==> src/rtl/hazard_sb_unit.sv <==
// Hazard unit for the five-stage core: load-use and long-latency stalls, redirect flushes, EX forwarding.
// Optional performance counters are built when HAZARD_PERF_EN is defined.
module hazard_sb_unit #(
    parameter int REG_ADDR_W = 5,
    parameter int LOAD_LAT   = 1
) (
    input  logic                  clk,
    input  logic                  rst,
    input  logic [REG_ADDR_W-1:0] rs1_id,
    input  logic [REG_ADDR_W-1:0] rs2_id,
    input  logic                  rs1_used_id,
    input  logic                  rs2_used_id,
    input  logic [REG_ADDR_W-1:0] rd_id,
    input  logic                  regwrite_id,
    input  logic [REG_ADDR_W-1:0] rs1_ex,
    input  logic [REG_ADDR_W-1:0] rs2_ex,
    input  logic [REG_ADDR_W-1:0] rd_ex,
    input  logic [1:0]            result_src_ex,
    input  logic                  redirect_ex,
    input  logic                  lla_issue,
    input  logic [REG_ADDR_W-1:0] lla_rd,
    input  logic                  lla_done,
    input  logic [REG_ADDR_W-1:0] lla_done_rd,
    input  logic [REG_ADDR_W-1:0] rd_mem,
    input  logic [REG_ADDR_W-1:0] rd_wb,
    input  logic                  regwrite_mem,
    input  logic                  regwrite_wb,
    output logic                  stall_if,
    output logic                  stall_id,
    output logic                  flush_id,
    output logic                  flush_ex,
    output logic [1:0]            fwd_a_ex,
    output logic [1:0]            fwd_b_ex,
    output logic                  sb_busy,
    output logic [31:0]           perf_stall_cnt,
    output logic [31:0]           perf_flush_cnt
);
    localparam int                  NREG        = 1 << REG_ADDR_W;
    localparam logic [REG_ADDR_W-1:0] ZERO_REG  = {REG_ADDR_W{1'b0}};
    localparam logic [2:0]          SHADOW_INIT = 3'(LOAD_LAT - 1);

    logic [NREG-1:0]       pending_q, pending_d;
    logic [2:0]            shadow_cnt_q, shadow_cnt_d;
    logic [REG_ADDR_W-1:0] shadow_rd_q, shadow_rd_d;
    logic                  load_haz_s, sb_haz_s, stall_s;

    function automatic logic src_match(input logic used, input logic [REG_ADDR_W-1:0] src,
                                       input logic [REG_ADDR_W-1:0] target);
        return used && (src != ZERO_REG) && (src == target);
    endfunction

    function automatic logic [1:0] fwd_sel(input logic [REG_ADDR_W-1:0] src);
        if ((src != ZERO_REG) && regwrite_mem && (src == rd_mem)) begin
            return 2'b10;
        end else if ((src != ZERO_REG) && regwrite_wb && (src == rd_wb)) begin
            return 2'b01;
        end else begin
            return 2'b00;
        end
    endfunction

    // A register is blocked if already pending or being issued this very cycle
    function automatic logic reg_blocked(input logic [REG_ADDR_W-1:0] r);
        return pending_q[r] || (lla_issue && (r == lla_rd));
    endfunction

    // Hazard detection from decode sources against loads and the scoreboard
    always_comb begin
        load_haz_s = 1'b0;
        sb_haz_s   = 1'b0;
        if ((result_src_ex == 2'b01) && (rd_ex != ZERO_REG)) begin
            load_haz_s = src_match(rs1_used_id, rs1_id, rd_ex) || src_match(rs2_used_id, rs2_id, rd_ex);
        end else begin
            load_haz_s = 1'b0;
        end
        if (shadow_cnt_q != 3'd0) begin
            load_haz_s = load_haz_s || src_match(rs1_used_id, rs1_id, shadow_rd_q)
                                    || src_match(rs2_used_id, rs2_id, shadow_rd_q);
        end else begin
            load_haz_s = load_haz_s;
        end
        sb_haz_s = (rs1_used_id && (rs1_id != ZERO_REG) && reg_blocked(rs1_id))
                || (rs2_used_id && (rs2_id != ZERO_REG) && reg_blocked(rs2_id))
                || (regwrite_id && (rd_id != ZERO_REG) && reg_blocked(rd_id));
        stall_s  = (load_haz_s || sb_haz_s) && !redirect_ex;
    end

    // Output drive; everything is held quiet while reset is asserted
    always_comb begin
        if (rst) begin
            stall_if = 1'b0;
            stall_id = 1'b0;
            flush_id = 1'b0;
            flush_ex = 1'b0;
            fwd_a_ex = 2'b00;
            fwd_b_ex = 2'b00;
        end else begin
            stall_if = stall_s;
            stall_id = stall_s;
            flush_id = redirect_ex;
            flush_ex = stall_s || redirect_ex;
            fwd_a_ex = fwd_sel(rs1_ex);
            fwd_b_ex = fwd_sel(rs2_ex);
        end
        sb_busy = |pending_q;
    end

    // Next state for the scoreboard and the load shadow (issue beats completion on the same register)
    always_comb begin
        pending_d = pending_q;
        if (lla_done) begin
            pending_d[lla_done_rd] = 1'b0;
        end else begin
            pending_d = pending_d;
        end
        if (lla_issue && (lla_rd != ZERO_REG)) begin
            pending_d[lla_rd] = 1'b1;
        end else begin
            pending_d = pending_d;
        end
        pending_d[0] = 1'b0;

        if (result_src_ex == 2'b01) begin
            shadow_cnt_d = SHADOW_INIT;
            shadow_rd_d  = rd_ex;
        end else if (shadow_cnt_q != 3'd0) begin
            shadow_cnt_d = shadow_cnt_q - 3'd1;
            shadow_rd_d  = shadow_rd_q;
        end else begin
            shadow_cnt_d = shadow_cnt_q;
            shadow_rd_d  = shadow_rd_q;
        end
    end

    // State registers
    always_ff @(posedge clk) begin
        if (rst) begin
            pending_q    <= {NREG{1'b0}};
            shadow_cnt_q <= 3'd0;
            shadow_rd_q  <= ZERO_REG;
        end else begin
            pending_q    <= pending_d;
            shadow_cnt_q <= shadow_cnt_d;
            shadow_rd_q  <= shadow_rd_d;
        end
    end

`ifdef HAZARD_PERF_EN
    logic [31:0] perf_stall_q, perf_flush_q;

    // Free-running wrap-around event counters
    always_ff @(posedge clk) begin
        if (rst) begin
            perf_stall_q <= 32'd0;
            perf_flush_q <= 32'd0;
        end else begin
            perf_stall_q <= perf_stall_q + {31'd0, stall_s};
            perf_flush_q <= perf_flush_q + {31'd0, redirect_ex};
        end
    end

    assign perf_stall_cnt = perf_stall_q;
    assign perf_flush_cnt = perf_flush_q;
`else
    assign perf_stall_cnt = 32'd0;
    assign perf_flush_cnt = 32'd0;
`endif
endmodule

==> config.mk <==
export PLATFORM = sky130hd
export DESIGN_NAME = hazard_sb_unit
export DESIGN_NICKNAME = d
export VERILOG_FILES = /design/src/rtl/hazard_sb_unit.sv
export SDC_FILE = /design/constraint.sdc
export NUM_CORES = 1
export LEC_CHECK = 0
export CORE_MARGIN = 1.5
export CORE_UTILIZATION = 35
export DETAILED_ROUTE_END_ITERATION = 6
export PLACE_DENSITY = 0.69
export SLEW_MARGIN = 20
export SYNTH_ARGS = -nofsm -noshare
export SYNTH_HDL_FRONTEND = slang
export SYNTH_SLANG_ARGS = --single-unit
==> constraint.sdc <==
create_clock -name clk -period 8.56 [get_ports clk]
set_input_delay 2.568 -clock clk [delete_from_list [all_inputs] [get_ports clk]]
set_output_delay 2.568 -clock clk [all_outputs]
set_load 0.01 [all_outputs]
-- Word level (Yosys, flattened, before mapping)
Cells that the tools add are included.
- $add $sub $neg: 1
- order comparisons: 7
- equal/unequal tests: 12
- multiplexer cells: 23
- bitwise gates (word level): 3
- reductions and logical operators: 47
- operators by type and width (cell ; number):
    32-bit 2-to-1 mux ; 2
    5-bit == test ; 11
    5-bit nonzero test ; 7
    32-bit bitwise AND ; 1
    32-bit NOT ; 1
    32-bit bitwise OR ; 1
    32-bit OR reduction ; 1
    5-bit by 6-bit less-than comparator with 1-bit output, second input constant ; 5
    1-bit logical AND ; 26
    1-bit binary-select mux with 5-bit select ; 3
    1-bit 2-to-1 mux ; 12
    1-bit demux with 5-bit select ; 2
    5-bit by 1-bit greater-or-equal comparator with 1-bit output, second input constant ; 2
    1-bit logical OR ; 10
    2-bit 2-to-1 mux ; 4
    3-bit nonzero test ; 1
    3-bit by 1-bit subtractor with 3-bit output, second input constant ; 1
    2-bit by 1-bit == test with 1-bit output, second input constant ; 1
    2-bit OR reduction ; 1
    1-bit zero test ; 1
- register bits after elaboration: 40
- bits of input ports: 62
- output and inout bits: 73

-- Longest topological paths before layout
Gate-level depths: netlist (run 1).
- word-level depth: 12
- depth in mapped cells: 9
- depth with buffers taken out: 7

-- Worst setup path after synthesis (run 1)
Ideal clock, no wire load.
- path type: input to output
- start point: in rs1_id[3]
- end point: out stall_if
- arrival time: 4.473 ns
- required time: 5.992 ns
- path slack: 1.519 ns
- cell stages on the path: 8
- buffers on the path: 2
- cell sequence: clkbuf_1 -> xnor2_1 -> nand3_1 -> or4_1 -> a21oi_1 -> a21oi_1 -> a311oi_1 -> buf_4
- word-level cells in the longest chain between the ends: 11
- elaborated cells on any way between the ends: 22
- those cells by class: 3 x eq/ne; 5 x mux; 14 x reduce/logical
- ends and longest elaborated chain (item ; line ; text):
    from (decl) ; 9 ; input logic [REG_ADDR_W-1:0] rs1_id,
    branches (longest 8 deep; another with 1-bit binary-select mux with 5-bit select) ; n/a ;
    1-bit logical OR (*) ; 85 ; stall_s = (load_haz_s || sb_haz_s) && !redirect_ex;
    1-bit logical AND (*) ; 85 ;
    1-bit 2-to-1 mux (*) ; n/a ;
    to (decl) ; 28 ; output logic stall_if,
Mark *: on every way between the ends. The select of a mux whose other input is x is not followed.

-- Final worst setup path (run 1)
- start point: in rd_id[0]
- end point: out stall_if
- word-level cells in the longest chain between the ends: 8
- elaborated cells on any way between the ends: 12
- those cells by class: 1 x eq/ne; 3 x mux; 8 x reduce/logical
- ends and longest elaborated chain (item ; line ; text):
    from (decl) ; 13 ; input logic [REG_ADDR_W-1:0] rd_id,
    1-bit binary-select mux with 5-bit select or 5-bit == test (tied branches) ; 64 ; return pending_q[r] || (lla_issue && (r == lla_rd));
    1-bit 2-to-1 mux (not written as such) or 1-bit logical AND (tied branches) ; 64 ;
    1-bit logical OR ; 64 ;
    1-bit logical AND (*) ; 84 ; || (regwrite_id && (rd_id != ZERO_REG) && reg_blocked(rd_id));
    1-bit logical OR (*) ; 84 ;
    1-bit logical OR (*) ; 85 ;
    1-bit logical AND (*) ; 85 ;
    1-bit 2-to-1 mux (*) ; 90 ; if (rst) begin
Every way passes the cells marked *; elsewhere a longest branch is shown, timed or not. The select of a mux whose other input is x is not followed.

==> key figures, run 1 <==
Power
  • Part of the power in combinational logic: 0.335
  • Maximum vdd drop: 0.0000552 V
  • Seq pwr share: 0.391
  • Sw frac: 0.327
  • Switching power: ~0.17 mW
  • Clock share of power: 0.274
  • Internal power: 0.340 mW
  • Pwr Density: ~110 nW/um^2
  • LEAKAGE: approximately 1.6 nW

Run
  • Max-cap violations: 0

Routing
  • Starting DRT DRC Count: 227
  • Pre-antenna DRT Iters: 5
  • Via Count: 3493
  • WL per Instance: 16.6 um
  • Vias/cell: 5.39
  • Final wirelength: 10700 um
  • DRC Markers: 0
  • Routed Antenna Nets: 0

GRT
  • Global-route wire length before repair: 16900 um
  • Tot GR Track Use: 0.184
  • Vias in the first global route: ~3400
  • Largest net degree at the start of global routing: 45
  • Grt total ovfl: 0
  • Antenna violations before repair: 0

Final layout
  • Filler cell count: 1075
  • ANT cells: 0
  • Layout cells sized above 1: 0.0728
  • Footprint of the multi-input gates: around 2600 um^2
  • Final net count: 571
  • Area Growth Syn to Fin: 15.6%
  • Sequential Area: 781 um^2
  • Core Util, Final: 0.413

Die
  • Die Wd: 108 um
  • I/O pin count: 135
  • Die height: ~110 um
  • Core footprint: ~11000 um^2
  • Initial Util: 0.357
  • Full die area: 11600 um^2
  • Num rows: 38

Worst setup path
  • Critical Path Slowest Stage Cell: clkdlybuf4s50_1
  • Worst Setup End Kind: output port
  • WP data required: between 5 and 6 ns
  • Most used cell, CP: clkdlybuf4s50_1
  • Worst Path Arrival: 5.47 ns
  • CP max FO: 11
  • Slowest stage delay, CP: approximately 0.84 ns
  • Critical path class: input port to output port
  • Critical path cell sequence: clkdlybuf4s50_1, mux4_2, mux2_2, a21oi_1, a41oi_2, o211ai_1, a311oi_1, clkdlybuf4s50_1
  • Setup crit start kind: input port

Placed design
  • DPL Wire Length: 8110 um
  • Gpl congestion: just over 0.9
  • Port bufs: 70

Clock tree
  • Clock Sinks: 39
  • Post-CTS Setup Bufs: 0
  • Depth of the CTS H-tree: 2
  • Hold buffer count at CTS: 0
  • Cts bufs inserted: 5
  • Reg clk slew, reported paths: 0.07 ns
  • Clock buffer depth: 2
  • Clk Tree Root Cell: clkbuf_8
  • Post_cts resized: 0
  • TritonCTS clock tree: yes
  • Clk_lat worst skew: 0.29 ns

Synthesis
  • Share of the yosys chip area belonging to registers: 0.203
  • EDFF count, synth: 0
  • Synthesized cell area: 3840 um^2
  • Cells after Synth: 456
  • Dominant cells by area after synthesis: dfxtp_1, buf_4, mux4_2
  • Async SR Flop Fraction: 0
  • Cell taking the most area after synthesis: dfxtp_1
  • Post-synthesis sequential element count: 39
  • Syn_area_per_cell: 8.42 um^2
  • Top-count cell post-synth: buf_4
  • Synth top area share: 0.203
  • Synth cell count leaders: buf_4, a21oi_1, dfxtp_1
  • Cell variety after synth: 48
  • Synth Warn #: 0
  • Main synth FF type: dfxtp_1

STA
  • Fmax: roughly 120 MHz
  • Tcrit/Tclk final: 0.939
  • Unrepaired setup endpoints after global routing: no
  • Worst slew margin: 0.275
  • Slew @ Worst Pin: 1.09 ns
  • Finish-stage setup viols: 0
  • Fin. max-slew vios: 0
  • Final Hold Vio Count: 0
  • Fin Setup TNS: 0 ns
  • Clock period minus final worst setup slack: 8.04 ns
  • Max Clock Skew: roughly 0.000078 ns

Min path
  • Hold Path Class: register to register

Status
  • Status: finished, final reports clean
[sequential cells by signal (all words and copies together) (netlist names)]
register and flops:
shadow_cnt_q 3, shadow_rd_q 5, pending_q 31
[layout make-up]
class / count / area share
tap: 140 / 0.0395
clock buffer: 8 / 0.0226
sequential: 39 / 0.176
inverter: 9 / 0.00762
multi-input combinational: 377 / 0.588
timing repair buffer: 75 / 0.166
[critical path, delay by kind of cell]
kind | cells | cell delay [ns]
buffers and inverters | 2 | 1.35
muxes | 2 | 0.85
AOI/OAI and AO/OA | 4 | 0.69
[power by group through the flow]
stage | logic (mW) | clock network [mW] | registers, mW
2_1_floorplan | 0.131 | 0 | 0.199
3_3_place_gp | 0.162 | 0 | 0.201
3_5_place_dp | 0.167 | 0 | 0.202
4_1_cts | 0.169 | 0.140 | 0.197
5_1_grt | 0.187 | 0.148 | 0.199
6_report | 0.169 | 0.138 | 0.198
[per-layer routing]
| metal | GRT usage | part of all wire |
|---|---|---|
| met5 | 0 | 0 |
| met4 | 0.0602 | 0.018 |
| met3 | 0.0363 | 0.086 |
| met2 | 0.309 | 0.48 |
| met1 | 0.237 | 0.42 |
[cells by family after synthesis]
group | synth area share
AOI/OAI and AO/OA | 0.142
and+or+nand+nor | 0.182
adders and majority gates | 0.00652
xor gates and xnor gates | 0.123
buffers and inverters | 0.179
muxes | 0.163
other | 0.000977
DFF | 0.203
[through the flow]
step                      std cells  power [mW]  hold slack (ns)  setup WS [ns]  cell area, um^2
final                           648       0.505            0.542          0.523             4430
after global routing            648       0.533            0.569          0.330             4430
after CTS                       648       0.507            0.538          0.514             4430
after detailed placement        640       0.369            0.524          0.533             4330
after global placement          640       0.363            0.488          0.583             4330
after floorplan                 519       0.330            0.475           1.52             4070
[path summary, 6_finish.rpt]
path              startpoint  slack, ns  cells after the start              end
min          shadow_cnt_q[2]       0.54                      2  shadow_cnt_q[2]
min reg2reg  shadow_cnt_q[2]       0.54                      2  shadow_cnt_q[2]
max reg2reg  shadow_cnt_q[0]       7.12                      5  shadow_cnt_q[1]
max                 rd_id[0]       0.52                      8         stall_if
[placed cells by master (no fill, tap or decap), drive strengths merged, types with 3 or more instances in the layout]
master | Yosys | layout
o211ai | 3 | 3
nor2b | 5 | 5
nand3b | 8 | 8
clkbuf | 16 | 8
nand4 | 5 | 5
o21ai | 36 | 36
a21oi | 39 | 39
clkdlybuf4s50 | 0 | 70
nor2 | 13 | 13
nor3 | 5 | 5
inv | 9 | 9
and3 | 4 | 4
nand3 | 8 | 8
or4 | 6 | 6
dfxtp | 39 | 39
xnor2 | 24 | 24
buf | 78 | 5
nand2 | 37 | 37
mux4 | 20 | 20
xor2 | 30 | 30
or3b | 3 | 3
a31oi | 6 | 6
mux2i | 13 | 13
conb | 1 | 64
nor3b | 7 | 7
and3b | 3 | 3
nor4 | 17 | 17
No activity file was read; power rests on OpenSTA's default activity.
==> run 2, diff against run 1 <==
CORE_UTILIZATION = 50   (was 35)
PLACE_DENSITY = 0.92   (was 0.69)
SKIP_LAST_GASP = 1   (was not set)
==> key figures, run 2 (same netlist as run 1, synthesis figures left out) <==
Status
  • Status: finished, final reports clean

Worst setup path
  • CP max FO: 11 (unchanged)
  • Critical path cell sequence: clkdlybuf4s50_1, mux4_2, mux2_2, a21oi_1, a41oi_2, o211ai_1, a41oi_2, clkdlybuf4s50_1
  • Worst Path Buf+Inv: 2 (unchanged)
  • Critical path class: input port to output port
  • Slowest stage delay, CP: 0.85 ns (about the same)
  • Critical Path Slowest Stage Cell: clkdlybuf4s50_1
  • Setup crit start kind: input port
  • WP data required: 5.99 ns (about the same)
  • Worst Setup End Kind: output port
  • Delay-heaviest family, CP: buffers and inverters
  • Worst Path Arrival: 5.46 ns (about the same)

Die
  • Core footprint: 7330 um^2 (-32%)
  • Initial Util: 0.523 (+0.166)
  • Die Wd: 90.6 um (-16%)
  • Full die area: 8210 um^2 (-29%)
  • Die height: 90.6 um (-16%)
  • Num rows: 31 (-18%)
  • I/O pin count: 135 (unchanged)

STA
  • Fmax: 124 MHz (about the same)
  • Final Hold Vio Count: 0 (unchanged)
  • Tcrit/Tclk final: 0.938 (about the same)
  • Worst slew margin: 0.308 (+0.0334)
  • Fin. max-slew vios: 0 (unchanged)
  • Clock period minus final worst setup slack: 8.03 ns (-0.00401 ns)
  • Fin Setup TNS: 0 ns (unchanged)
  • Max Clock Skew: 0.000117 ns (+0.0000389 ns)
  • Slew @ Worst Pin: 1.04 ns (-0.0500 ns)
  • Unrepaired setup endpoints after global routing: no
  • Final Hold Slack: 0.510 ns (-0.0326 ns)
  • Finish-stage setup viols: 0 (unchanged)

Clock tree
  • Clk Tree Root Cell: clkbuf_8
  • Hold buffer count at CTS: 0 (unchanged)
  • Clock buffer depth: 2 (unchanged)
  • TritonCTS clock tree: yes
  • Depth of the CTS H-tree: 2 (unchanged)
  • Post-CTS Setup Bufs: 0 (unchanged)
  • Post_cts resized: 0 (unchanged)
  • Cts bufs inserted: 5 (unchanged)
  • Clk_lat worst skew: 0.29 ns (about the same)
  • Reg clk slew, reported paths: 0.08 ns (about the same)
  • Clock Sinks: 39 (unchanged)

Final layout
  • Most frequent cells in the layout: clkdlybuf4s50_1, conb_1, a21oi_1, dfxtp_1, nand2_1
  • Commonest non-fill, non-tap cell in the layout: clkdlybuf4s50_1
  • Largest register FFs: 31 (unchanged)
  • Biggest register: pending_q
  • Layout cells sized above 1: 0.0748 (+0.00197)
  • Largest regs: pending_q: 31 flops, shadow_rd_q: 5 flops, shadow_cnt_q: 3 flops
  • Final net count: 571 (unchanged)
  • Area Growth Syn to Fin: 15.3%
  • ANT cells: 0 (unchanged)
  • Fin area: 4420 um^2 (-0.25%)

Routing
  • WL per Instance: 17.8 um (+7.2%)
  • Routed Antenna Nets: 0 (unchanged)
  • Pre-antenna DRT Iters: 6 (+1)
  • Via Count: 3684 (+5.5%)
  • Vias/cell: 6.07 (+13%)
  • Starting DRT DRC Count: 448 (+97%)
  • Final wirelength: 10800 um (+0.44%)
  • DRC Markers: 0 (unchanged)

GRT
  • Tot GR Track Use: 0.258 (+0.0733)
  • Grt total ovfl: 0 (unchanged)
  • Vias in the first global route: 3442 (+1.8%)
  • Global-route wire length before repair: 17000 um (+0.98%)
  • Largest net degree at the start of global routing: 34 (-24%)
  • Antenna violations before repair: 0 (unchanged)

Power
  • Pwr Density: 127 nW/um^2 (+11%)
  • Maximum vdd drop: 0.0000691 V (+25%)
  • Total Power: 0.560 mW (+11%)
  • LEAKAGE: 1.66 nW (+1.1%)

Placed design
  • DP Area: 4280 um^2 (-1.2%)
  • Gpl congestion: 0.981 (+5.7%)
  • DPL Wire Length: 7930 um (-2.3%)
  • Port bufs: 70 (unchanged)

Min path
  • Hold Path Class: register to register

Run
  • Max-cap violations: 0 (unchanged)
==> run 2: routing by layer <==
metal | vias up | share of wire | track usage
met5 | - | 0 | 0
met4 | 0 | 0.031 | 0.106
met3 | 56 | 0.12 | 0.0488
met2 | 300 | 0.48 | 0.432
met1 | 1712 | 0.37 | 0.323
li1 | 1616 | - | -
==> run 2: path summary, 6_finish.rpt <==
kind / start / cells past startpoint / slack, ns / end
max: rd_id[0] / 8 / 0.53 / flush_ex
min: shadow_cnt_q[1] / 2 / 0.51 / shadow_cnt_q[1]
min reg2reg: shadow_cnt_q[1] / 2 / 0.51 / shadow_cnt_q[1]
max reg2reg: shadow_cnt_q[0] / 5 / 7.24 / shadow_cnt_q[1]
==> run 2: through the flow <==
| step | utilization | std cells | worst slack (ns) |
|---|---|---|---|
| floorplan | - | 519 | 1.52 |
| global placement | 0.584 | 599 | 0.569 |
| detailed placement | 0.584 | 599 | 0.531 |
| CTS | 0.603 | 607 | 0.523 |
| global route | 0.603 | 607 | 0.408 |
| finish | 0.603 | 607 | 0.527 |
==> run 2: area by class of cell <==
class	instances	area, um^2
Fill cell	614	2910
Multi-Input combinational cell	377	2610
Sequential cell	39	781
Timing Repair Buffer	75	738
Tap cell	99	124
Clock inverter	3	71.3
Clock buffer	5	68.8
Inverter	9	33.8
==> run 2: power breakdown <==
group / internal (mW) / switching, mW / total [mW]
clock network: 0.118 / 0.0746 / 0.193
logic: 0.0762 / 0.0929 / 0.169
registers: 0.190 / 0.00774 / 0.198
total: 0.385 / 0.175 / 0.560
==> run 2: tightest hold or removal path, stage by stage, from the launching register on <==
cell and delay, ns:
dfxtp_1 0.32, nor2_1 0.09, a2111oi_0 0.06
